`config.mk`:
```
export PLATFORM = sky130hd
export DESIGN_NAME = mult_div_unit
export DESIGN_NICKNAME = d
export VERILOG_FILES = /design/src/rtl/mult_div_unit.sv
export SDC_FILE = /design/constraint.sdc
export NUM_CORES = 1
export LEC_CHECK = 0
export BUFFER_PORTS_ARGS = -buffer_cell sky130_fd_sc_hd__buf_2
export CAP_MARGIN = 30
export CORE_AREA = 2 2 167 185
export CTS_CLUSTER_SIZE = 28
export DETAILED_ROUTE_END_ITERATION = 8
export DIE_AREA = 0 0 169 187
export PLACE_DENSITY_LB_ADDON = 0.3
export SYNTH_ARGS = -nofsm -noshare
export SYNTH_HDL_FRONTEND = slang
export SYNTH_SLANG_ARGS = --single-unit
```
`constraint.sdc`:
```
create_clock -name clk -period 4.2 [get_ports clk]
set_clock_uncertainty 0.05 [all_clocks]
set_input_delay 0.84 -clock clk [delete_from_list [all_inputs] [get_ports clk]]
set_output_delay 0.84 -clock clk [all_outputs]
set_load 0.1 [all_outputs]
```
`src/rtl/mult_div_unit.sv`:
```
// Iterative multiply/divide unit with HI/LO registers: radix-2 shift-add multiply and
// restoring divide over WIDTH cycles, followed by a one-cycle sign-fixup/writeback state.
module mult_div_unit #(
  parameter int WIDTH = 32
) (
  input  logic             clk,
  input  logic             rst,
  input  logic             start,
  input  logic [1:0]       op,
  input  logic [WIDTH-1:0] a,
  input  logic [WIDTH-1:0] b,
  input  logic             mthi,
  input  logic             mtlo,
  input  logic [WIDTH-1:0] wdata,
  input  logic             hi_rd,
  input  logic             lo_rd,
  input  logic             flush,
  output logic [WIDTH-1:0] hi,
  output logic [WIDTH-1:0] lo,
  output logic             busy,
  output logic             done,
  output logic             stall
);

  localparam int CW = $clog2(WIDTH);

  typedef enum logic [1:0] {S_IDLE, S_CALC, S_FIX} state_t;

  state_t             r_state;
  state_t             w_next;
  logic [CW-1:0]      r_cnt;
  logic [WIDTH-1:0]   r_hi;
  logic [WIDTH-1:0]   r_lo;
  logic               r_done;

  // Working registers: partial remainder/product in r_whi, quotient/multiplier in r_wlo.
  logic [WIDTH-1:0]   r_whi;
  logic [WIDTH-1:0]   r_wlo;
  logic [WIDTH-1:0]   r_opnd;
  logic               r_is_div;
  logic               r_neg_res;
  logic               r_neg_rem;
  logic               r_b_zero;

  logic               w_start_ok;
  logic               w_signed;
  logic [WIDTH-1:0]   w_a_abs;
  logic [WIDTH-1:0]   w_b_abs;
  logic [WIDTH:0]     w_msum;
  logic [WIDTH:0]     w_shift;
  logic               w_qbit;
  logic [WIDTH-1:0]   w_diff;
  logic [2*WIDTH-1:0] w_prod;
  logic [2*WIDTH-1:0] w_prod_fix;
  logic [WIDTH-1:0]   w_fix_hi;
  logic [WIDTH-1:0]   w_fix_lo;

  assign w_start_ok = (r_state == S_IDLE) && start && !flush;
  assign w_signed   = ~op[0];
  assign w_a_abs    = (w_signed && a[WIDTH-1]) ? -a : a;
  assign w_b_abs    = (w_signed && b[WIDTH-1]) ? -b : b;

  assign w_msum  = {1'b0, r_whi} + (r_wlo[0] ? {1'b0, r_opnd} : '0);
  assign w_shift = {r_whi, r_wlo[WIDTH-1]};
  assign w_qbit  = (w_shift >= {1'b0, r_opnd});
  assign w_diff  = w_shift[WIDTH-1:0] - r_opnd;

  assign w_prod     = {r_whi, r_wlo};
  assign w_prod_fix = r_neg_res ? -w_prod : w_prod;

  // NOTE: every signal assigned in an always_comb gets a default first so no latch is inferred.
  always_comb begin
    w_fix_hi = w_prod_fix[2*WIDTH-1:WIDTH];
    w_fix_lo = w_prod_fix[WIDTH-1:0];
    if (r_is_div) begin
      w_fix_hi = r_neg_rem ? -r_whi : r_whi;
      // A zero divisor must leave the all-ones quotient untouched.
      w_fix_lo = (r_neg_res && !r_b_zero) ? -r_wlo : r_wlo;
    end
  end

  always_comb begin
    w_next = r_state;
    case (r_state)
      S_IDLE:  if (w_start_ok) w_next = S_CALC;
      S_CALC:  if (flush) w_next = S_IDLE;
               else if (r_cnt == '0) w_next = S_FIX;
      S_FIX:   w_next = S_IDLE;
      default: w_next = S_IDLE;
    endcase
  end

  // NOTE: clocked state uses non-blocking assignments so all registers update from pre-edge values.
  always_ff @(posedge clk or negedge rst) begin
    if (!rst) r_state <= S_IDLE;
    else      r_state <= w_next;
  end

  always_ff @(posedge clk or negedge rst) begin
    if (!rst) begin
      r_cnt     <= '0;
      r_hi      <= '0;
      r_lo      <= '0;
      r_done    <= 1'b0;
      r_whi     <= '0;
      r_wlo     <= '0;
      r_opnd    <= '0;
      r_is_div  <= 1'b0;
      r_neg_res <= 1'b0;
      r_neg_rem <= 1'b0;
      r_b_zero  <= 1'b0;
    end else begin
      r_done <= 1'b0;
      case (r_state)
        S_IDLE: begin
          if (w_start_ok) begin
            r_cnt     <= CW'(WIDTH - 1);
            r_is_div  <= op[1];
            r_whi     <= '0;
            r_wlo     <= op[1] ? w_a_abs : w_b_abs;
            r_opnd    <= op[1] ? w_b_abs : w_a_abs;
            r_neg_res <= w_signed && (a[WIDTH-1] ^ b[WIDTH-1]);
            r_neg_rem <= w_signed && a[WIDTH-1];
            r_b_zero  <= (b == '0);
          end else if (!start) begin
            if (mthi) r_hi <= wdata;
            if (mtlo) r_lo <= wdata;
          end
        end
        S_CALC: begin
          if (!flush) begin
            if (r_is_div) begin
              r_whi <= w_qbit ? w_diff : w_shift[WIDTH-1:0];
              r_wlo <= {r_wlo[WIDTH-2:0], w_qbit};
            end else begin
              r_whi <= w_msum[WIDTH:1];
              r_wlo <= {w_msum[0], r_wlo[WIDTH-1:1]};
            end
            if (r_cnt != '0) r_cnt <= r_cnt - 1'b1;
          end
        end
        S_FIX: begin
          if (!flush) begin
            r_hi   <= w_fix_hi;
            r_lo   <= w_fix_lo;
            r_done <= 1'b1;
          end
        end
        default: ;
      endcase
    end
  end

  assign hi    = r_hi;
  assign lo    = r_lo;
  assign busy  = (r_state != S_IDLE);
  assign done  = r_done;
  assign stall = busy && (start || hi_rd || lo_rd || mthi || mtlo);

endmodule

```
# Yosys cells after proc, flatten, opt, wreduce, memory -nomap -nowiden
# Index checks and enable logic that the tools add are counted.
[word_totals]
reg_bits = 172
inputBits = 106
output_inout_bits = 67
[classes]
addsub = 8
n_lt_le_gt_ge = 1
eq_ne = 11
n_mux = 39
bitwise_logic = 2
n_reduce_logical = 26
[ops]
columns = ["op", "count"]
rows = [
  ["two-way mux 32 bit", 24],
  ["one-hot mux 32 bit (2 select lines)", 4],
  ["negation 32 bit", 4],
  ["two-way mux 64 bit", 1],
  ["negation 64 bit", 1],
  ["adder 32 x 32 -> 33 bit", 1],
  [">= comparator 33 x 32 -> 1 bit", 1],
  ["zero test 32 bit", 1],
  ["subtractor 32 bit", 1],
  ["!= test 2 bit (second input constant)", 8],
  ["two-way mux 5 bit", 3],
  ["one-hot mux 5 bit (2 select lines)", 1],
  ["AND reduction 5 bit", 2],
  ["logical AND 1 bit", 7],
  ["two-way mux 2 bit", 3],
  ["nonzero test 2 bit", 3],
  ["zero test 5 bit", 1],
  ["nonzero test 5 bit", 1],
  ["subtractor 5 x 1 -> 5 bit (second input constant)", 1],
  ["logical OR 1 bit", 4],
  ["one-hot mux 2 bit (2 select lines)", 1],
  ["AND reduction 2 bit", 2],
  ["AND reduction 4 bit", 1],
  ["!= test 3 bit (second input constant)", 1],
  ["other kinds (8)", 10],
]

# Depth between registers and ports, before layout
[logic_depth]
ltp_word = 6
depth_mapped = 15
ltp_nobuf = 14

# Least setup slack after synthesis
# Ideal clock, no wire load.
[synth_path]
path_kind = "flip-flop to flip-flop"
start = "reg r_wlo[0]"
end = "reg r_whi[27]"
setup_ns = 0.133
t_arrival_ns = 3.228
slack_ns = 0.789
stages_incl_launch_ff = 15
n_path_buf = 1
period_less_slack_ns = 3.411
path_cell_list = "dfrtp_1 > inv_1 > clkbuf_1 > nor2_1 > ha_1 > a21o_1 > a21o_1 > a2111oi_0 > o41ai_1 > a22o_1 > a221o_1 > a21o_1 > xor2_1 > a22oi_1 > o211ai_1"
[synth_via]
elab_chain_cells = 5
[synth_lines]
columns = ["item", "line", "text"]
rows = [
  ["start, declared", "38", "logic [WIDTH-1:0] r_wlo;"],
  ["start signal, assigned", "120", "r_wlo <= op[1] ? w_a_abs : w_b_abs;"],
  ["start signal, assigned", "134", "r_wlo <= {r_wlo[WIDTH-2:0], w_qbit};"],
  ["start signal, assigned", "137", "r_wlo <= {w_msum[0], r_wlo[WIDTH-1:1]};"],
  ["two-way mux 32 bit", "63", "assign w_msum = {1'b0, r_whi} + (r_wlo[0] ? {1'b0, r_opnd} : '0);"],
  ["adder 32 x 32 -> 33 bit", "63", ""],
  ["two-way mux 32 bit", "132", "if (r_is_div) begin"],
  ["two-way mux 32 bit", "131", "if (!flush) begin"],
  ["one-hot mux 32 bit (2 select lines)", "114", "case (r_state)"],
  ["end signal, assigned", "133", "r_whi <= w_qbit ? w_diff : w_shift[WIDTH-1:0];"],
  ["end signal, assigned", "136", "r_whi <= w_msum[WIDTH:1];"],
  ["end, declared", "37", "logic [WIDTH-1:0] r_whi;"],
]
# No other way between the ends. The select of a mux whose other input is x is not followed.
# A chain may end at the register's enable or synchronous reset.

# Worst setup path after layout
[layout_path]
start = "reg r_wlo[0]"
end = "reg r_whi[30]"
# The elaborated chain is that of the path after synthesis.

==> run metrics <==
status complete, no violations; Yosys warnings 0; critical path startpoint category register; Cell Area, Synth 14700 µm²; Starting Density 0.489; number of global-route vias before repair 14.1k; grt total ovfl 0; number of slew-limit violations in the final report 0; Via Count 15.1k; Die Y-Extent 187 µm; DP Worst Slack 294 ps; buffer and inverter count on the worst path 2; buffer cell driving the clock tree root sky130_fd_sc_hd__clkbuf_16; largest net degree at the start of global routing 77; fraction of layout cells with a size suffix above 1 0.143; final setup violation count 0; Async S/R FF share, synth 1.00; number of inserted diodes 0; number of enable-type register cells in the synthesized netlist 0; number of distinct standard cells referenced by the synthesized netlist 74; share of total power in the clock network 0.150; clock sinks 172; commonest cells after routing, fill and taps aside sky130_fd_sc_hd__a21oi_1 (223), sky130_fd_sc_hd__o21ai_0 (221), sky130_fd_sc_hd__nand2_1 (218); DRC Markers 0; most common cell after layout, fill and taps aside sky130_fd_sc_hd__a21oi_1; HPWL after detailed placement 40.0 mm; peak supply drop 0.341 mV; unrepaired setup endpoints after global routing no; final critical-path setup slack 386 ps; Detailed Routing Iterations Pass 1 5; transition time at the pin with the least slew margin 1040 ps; antenna violations before repair 1; detailed router's first-iteration violation count 1233; internal cell power 5.12 mW; Max Cap Violations 0; leakage component of the power 7.48 nW; category of the most critical setup path register to register; met3 routing resource usage after global routing 0.0446; Placer Congestion 0.990; GRT met1 Usage 0.431; post-DR wirelength/cell 20.7 µm; total wire length after detailed routing 50.7 mm; average size of a mapped cell 7.64 µm²; ratio of total power to cell area 651 nW/µm²; sequential power share 0.240; endpoint kind of the worst setup timing path register; clock period minus final worst setup slack 3810 ps; longest individual stage delay on the worst path 520 ps; number of I/O pins 173; share of the yosys chip area belonging to registers 0.293; Final period util 0.908; path category of the worst min-delay check input pin to async pin; required arrival time at the worst endpoint 4480 ps; GRT Resource Usage Total 0.318; Port-buffer cells 172; number of flip-flops and latches in the synthesized netlist 172; clk buf depth 2; Final ANT Viol Nets 0; count of hold buffers inserted by post-cts repair 0; # rows 67; quantity of gates resized following cts 0; power dissipated by switching net loads 5.68 mW; mean number of vias per cell 6.16; Top Usage Layer GRT met2; number of clock buffers inserted by TritonCTS 17; Post-Syn Instances 1923; CTS H-Tree Depth 4; cell with the largest stage delay on the worst path sky130_fd_sc_hd__o31ai_1; net count of the finished layout 2231; setup total negative slack 0 ps; clock latency at the later pin of the worst-skew pair 440 ps; Crit path arrival time 4090 ps; main flop type after synthesis sky130_fd_sc_hd__dfrtp_1; TritonCTS clock tree built; list of cells traversed by the critical path inv_1, buf_4, nor2_1, ha_1, nand4_1, nor4_1, o211ai_1, nand2_1, nor2_1, o31ai_1, a221oi_1, xor2_1, o21ai_0, a32o_1; Area growth, synth to finish 12.9%; number of buffers added for setup after CTS 0; first-pass GRT wire length 78.8 mm; Max Clock Freq 262 MHz; maximum fanout count along the critical path 12; core region area 30000 µm²; combinational fraction of design power 0.609; die area 31600 µm²; slew margin rel. 0.304; met2 usage 0.504; switching fraction of total power 0.526; Post-Syn Nets 2101; most frequent CP cell sky130_fd_sc_hd__nor2_1; final hold violation count 0; floorplan die width 169 µm; clock transition at the register clock pins on the worst setup and hold paths after CTS 80 ps; delay-heaviest family, CP compound AO/OA/AOI/OAI gates
worst register-to-register path, delay by kind of cell, from the launching register on:
family	cells	cell delay, ps
DFF	1	480
and+or+nand+nor	5	820
buffers and inverters	2	600
adders and majority gates	1	390
xor gates and xnor gates	1	150
AOI/OAI and AO/OA	5	1210
Yosys cell counts, types with 9 or more instances:
master / n / area, µm²
sky130_fd_sc_hd__buf_1: 9 / 33.8
sky130_fd_sc_hd__mux2i_1: 39 / 390
sky130_fd_sc_hd__clkbuf_1: 88 / 330
sky130_fd_sc_hd__xor2_1: 76 / 666
sky130_fd_sc_hd__mux2_2: 20 / 225
sky130_fd_sc_hd__xnor2_1: 95 / 832
sky130_fd_sc_hd__a211oi_1: 20 / 150
sky130_fd_sc_hd__or4_1: 10 / 75.1
sky130_fd_sc_hd__o211ai_1: 18 / 135
sky130_fd_sc_hd__nand2b_1: 26 / 163
sky130_fd_sc_hd__and2_1: 23 / 144
sky130_fd_sc_hd__o21bai_1: 10 / 75.1
sky130_fd_sc_hd__nor2b_1: 15 / 93.8
sky130_fd_sc_hd__dfrtp_1: 172 / 4300
sky130_fd_sc_hd__o21ai_1: 9 / 45.0
sky130_fd_sc_hd__a31oi_1: 17 / 106
sky130_fd_sc_hd__a22oi_1: 30 / 225
sky130_fd_sc_hd__nor2_1: 203 / 762
sky130_fd_sc_hd__o21ai_0: 221 / 1110
sky130_fd_sc_hd__nor4_1: 18 / 113
sky130_fd_sc_hd__a21o_1: 18 / 135
sky130_fd_sc_hd__or3_1: 10 / 62.6
sky130_fd_sc_hd__o31ai_1: 22 / 165
sky130_fd_sc_hd__a21oi_1: 223 / 1120
sky130_fd_sc_hd__nand2_1: 218 / 818
sky130_fd_sc_hd__nand4_1: 10 / 62.6
sky130_fd_sc_hd__inv_1: 63 / 236
sky130_fd_sc_hd__ha_1: 70 / 876
sky130_fd_sc_hd__nor3_1: 46 / 230
sky130_fd_sc_hd__nand3_1: 16 / 80.1
sky130_fd_sc_hd__a221oi_1: 10 / 87.6
metal layers:
metal  up-vias  share of wire  wire (µm)
met2       681           0.45      23000
li1       7100              -          -
met5         -        0.00032         16
met1      7147           0.42      21400
met3       120          0.074       3750
met4         2          0.050       2550
sequential cells by signal, summed over array words and instances, names as in the netlist, 2 cells and up:
signal,cells
hi,32
lo,32
r_opnd,32
r_whi,32
r_wlo,32
r_cnt,5
r_state,2
cell type report:
class / count / area (µm²)
repair buffers: 214 / 1190
inverters: 64 / 240
multi-input cells: 1584 / 9780
clock inverters: 15 / 169
flip-flops and latches: 172 / 4310
fillers: 2873 / 13400
clock buffers: 17 / 425
well taps: 379 / 474
power groups by stage:
stage               sequential, mW  combinational [mW]  clock (mW)
floorplan                     3.18                4.07           0
global placement              2.59                6.37           0
detailed placement            2.61                6.44           0
CTS                           2.57                6.47        1.64
global route                  2.63                7.14        1.71
finish                        2.60                6.58        1.62
worst paths after layout:
kind | cells after the start | to | slack, ps | from
hold reg to reg | 2 | lo[31]$_DFFE_PN0P_ | 420 | lo[31]$_DFFE_PN0P_
setup reg to reg | 14 | r_whi[30]$_DFFE_PN0P_ | 390 | r_wlo[0]$_DFFE_PN0P_
max in group asynchronous | 2 | r_wlo[17]$_DFFE_PN0P_ | 2710 | rst
hold / removal | 1 | hi[13]$_DFFE_PN0P_ | 360 | rst
setup / recovery | 14 | r_whi[30]$_DFFE_PN0P_ | 390 | r_wlo[0]$_DFFE_PN0P_
min in group clk | 2 | lo[31]$_DFFE_PN0P_ | 420 | lo[31]$_DFFE_PN0P_
cell families after synthesis:
| kind of cell | share of synthesized area |
|---|---|
| AOI/OAI and AO/OA | 0.261 |
| and+or+nand+nor | 0.196 |
| DFF | 0.293 |
| xor gates and xnor gates | 0.102 |
| buffers and inverters | 0.0435 |
| adders and majority gates | 0.0624 |
| muxes | 0.0419 |
per-stage QoR:
step,instances,utilization,hold slack [ps],power (mW),cell area (µm²)
CTS,2445,0.553,383,10.7,16600
global placement,2413,0.533,409,8.96,16000
detailed placement,2413,0.533,412,9.04,16000
global route,2445,0.553,397,11.5,16600
finish,2445,0.553,365,10.8,16600
floorplan,1923,-,400,7.25,14700
(Power assumes the default switching activity.)
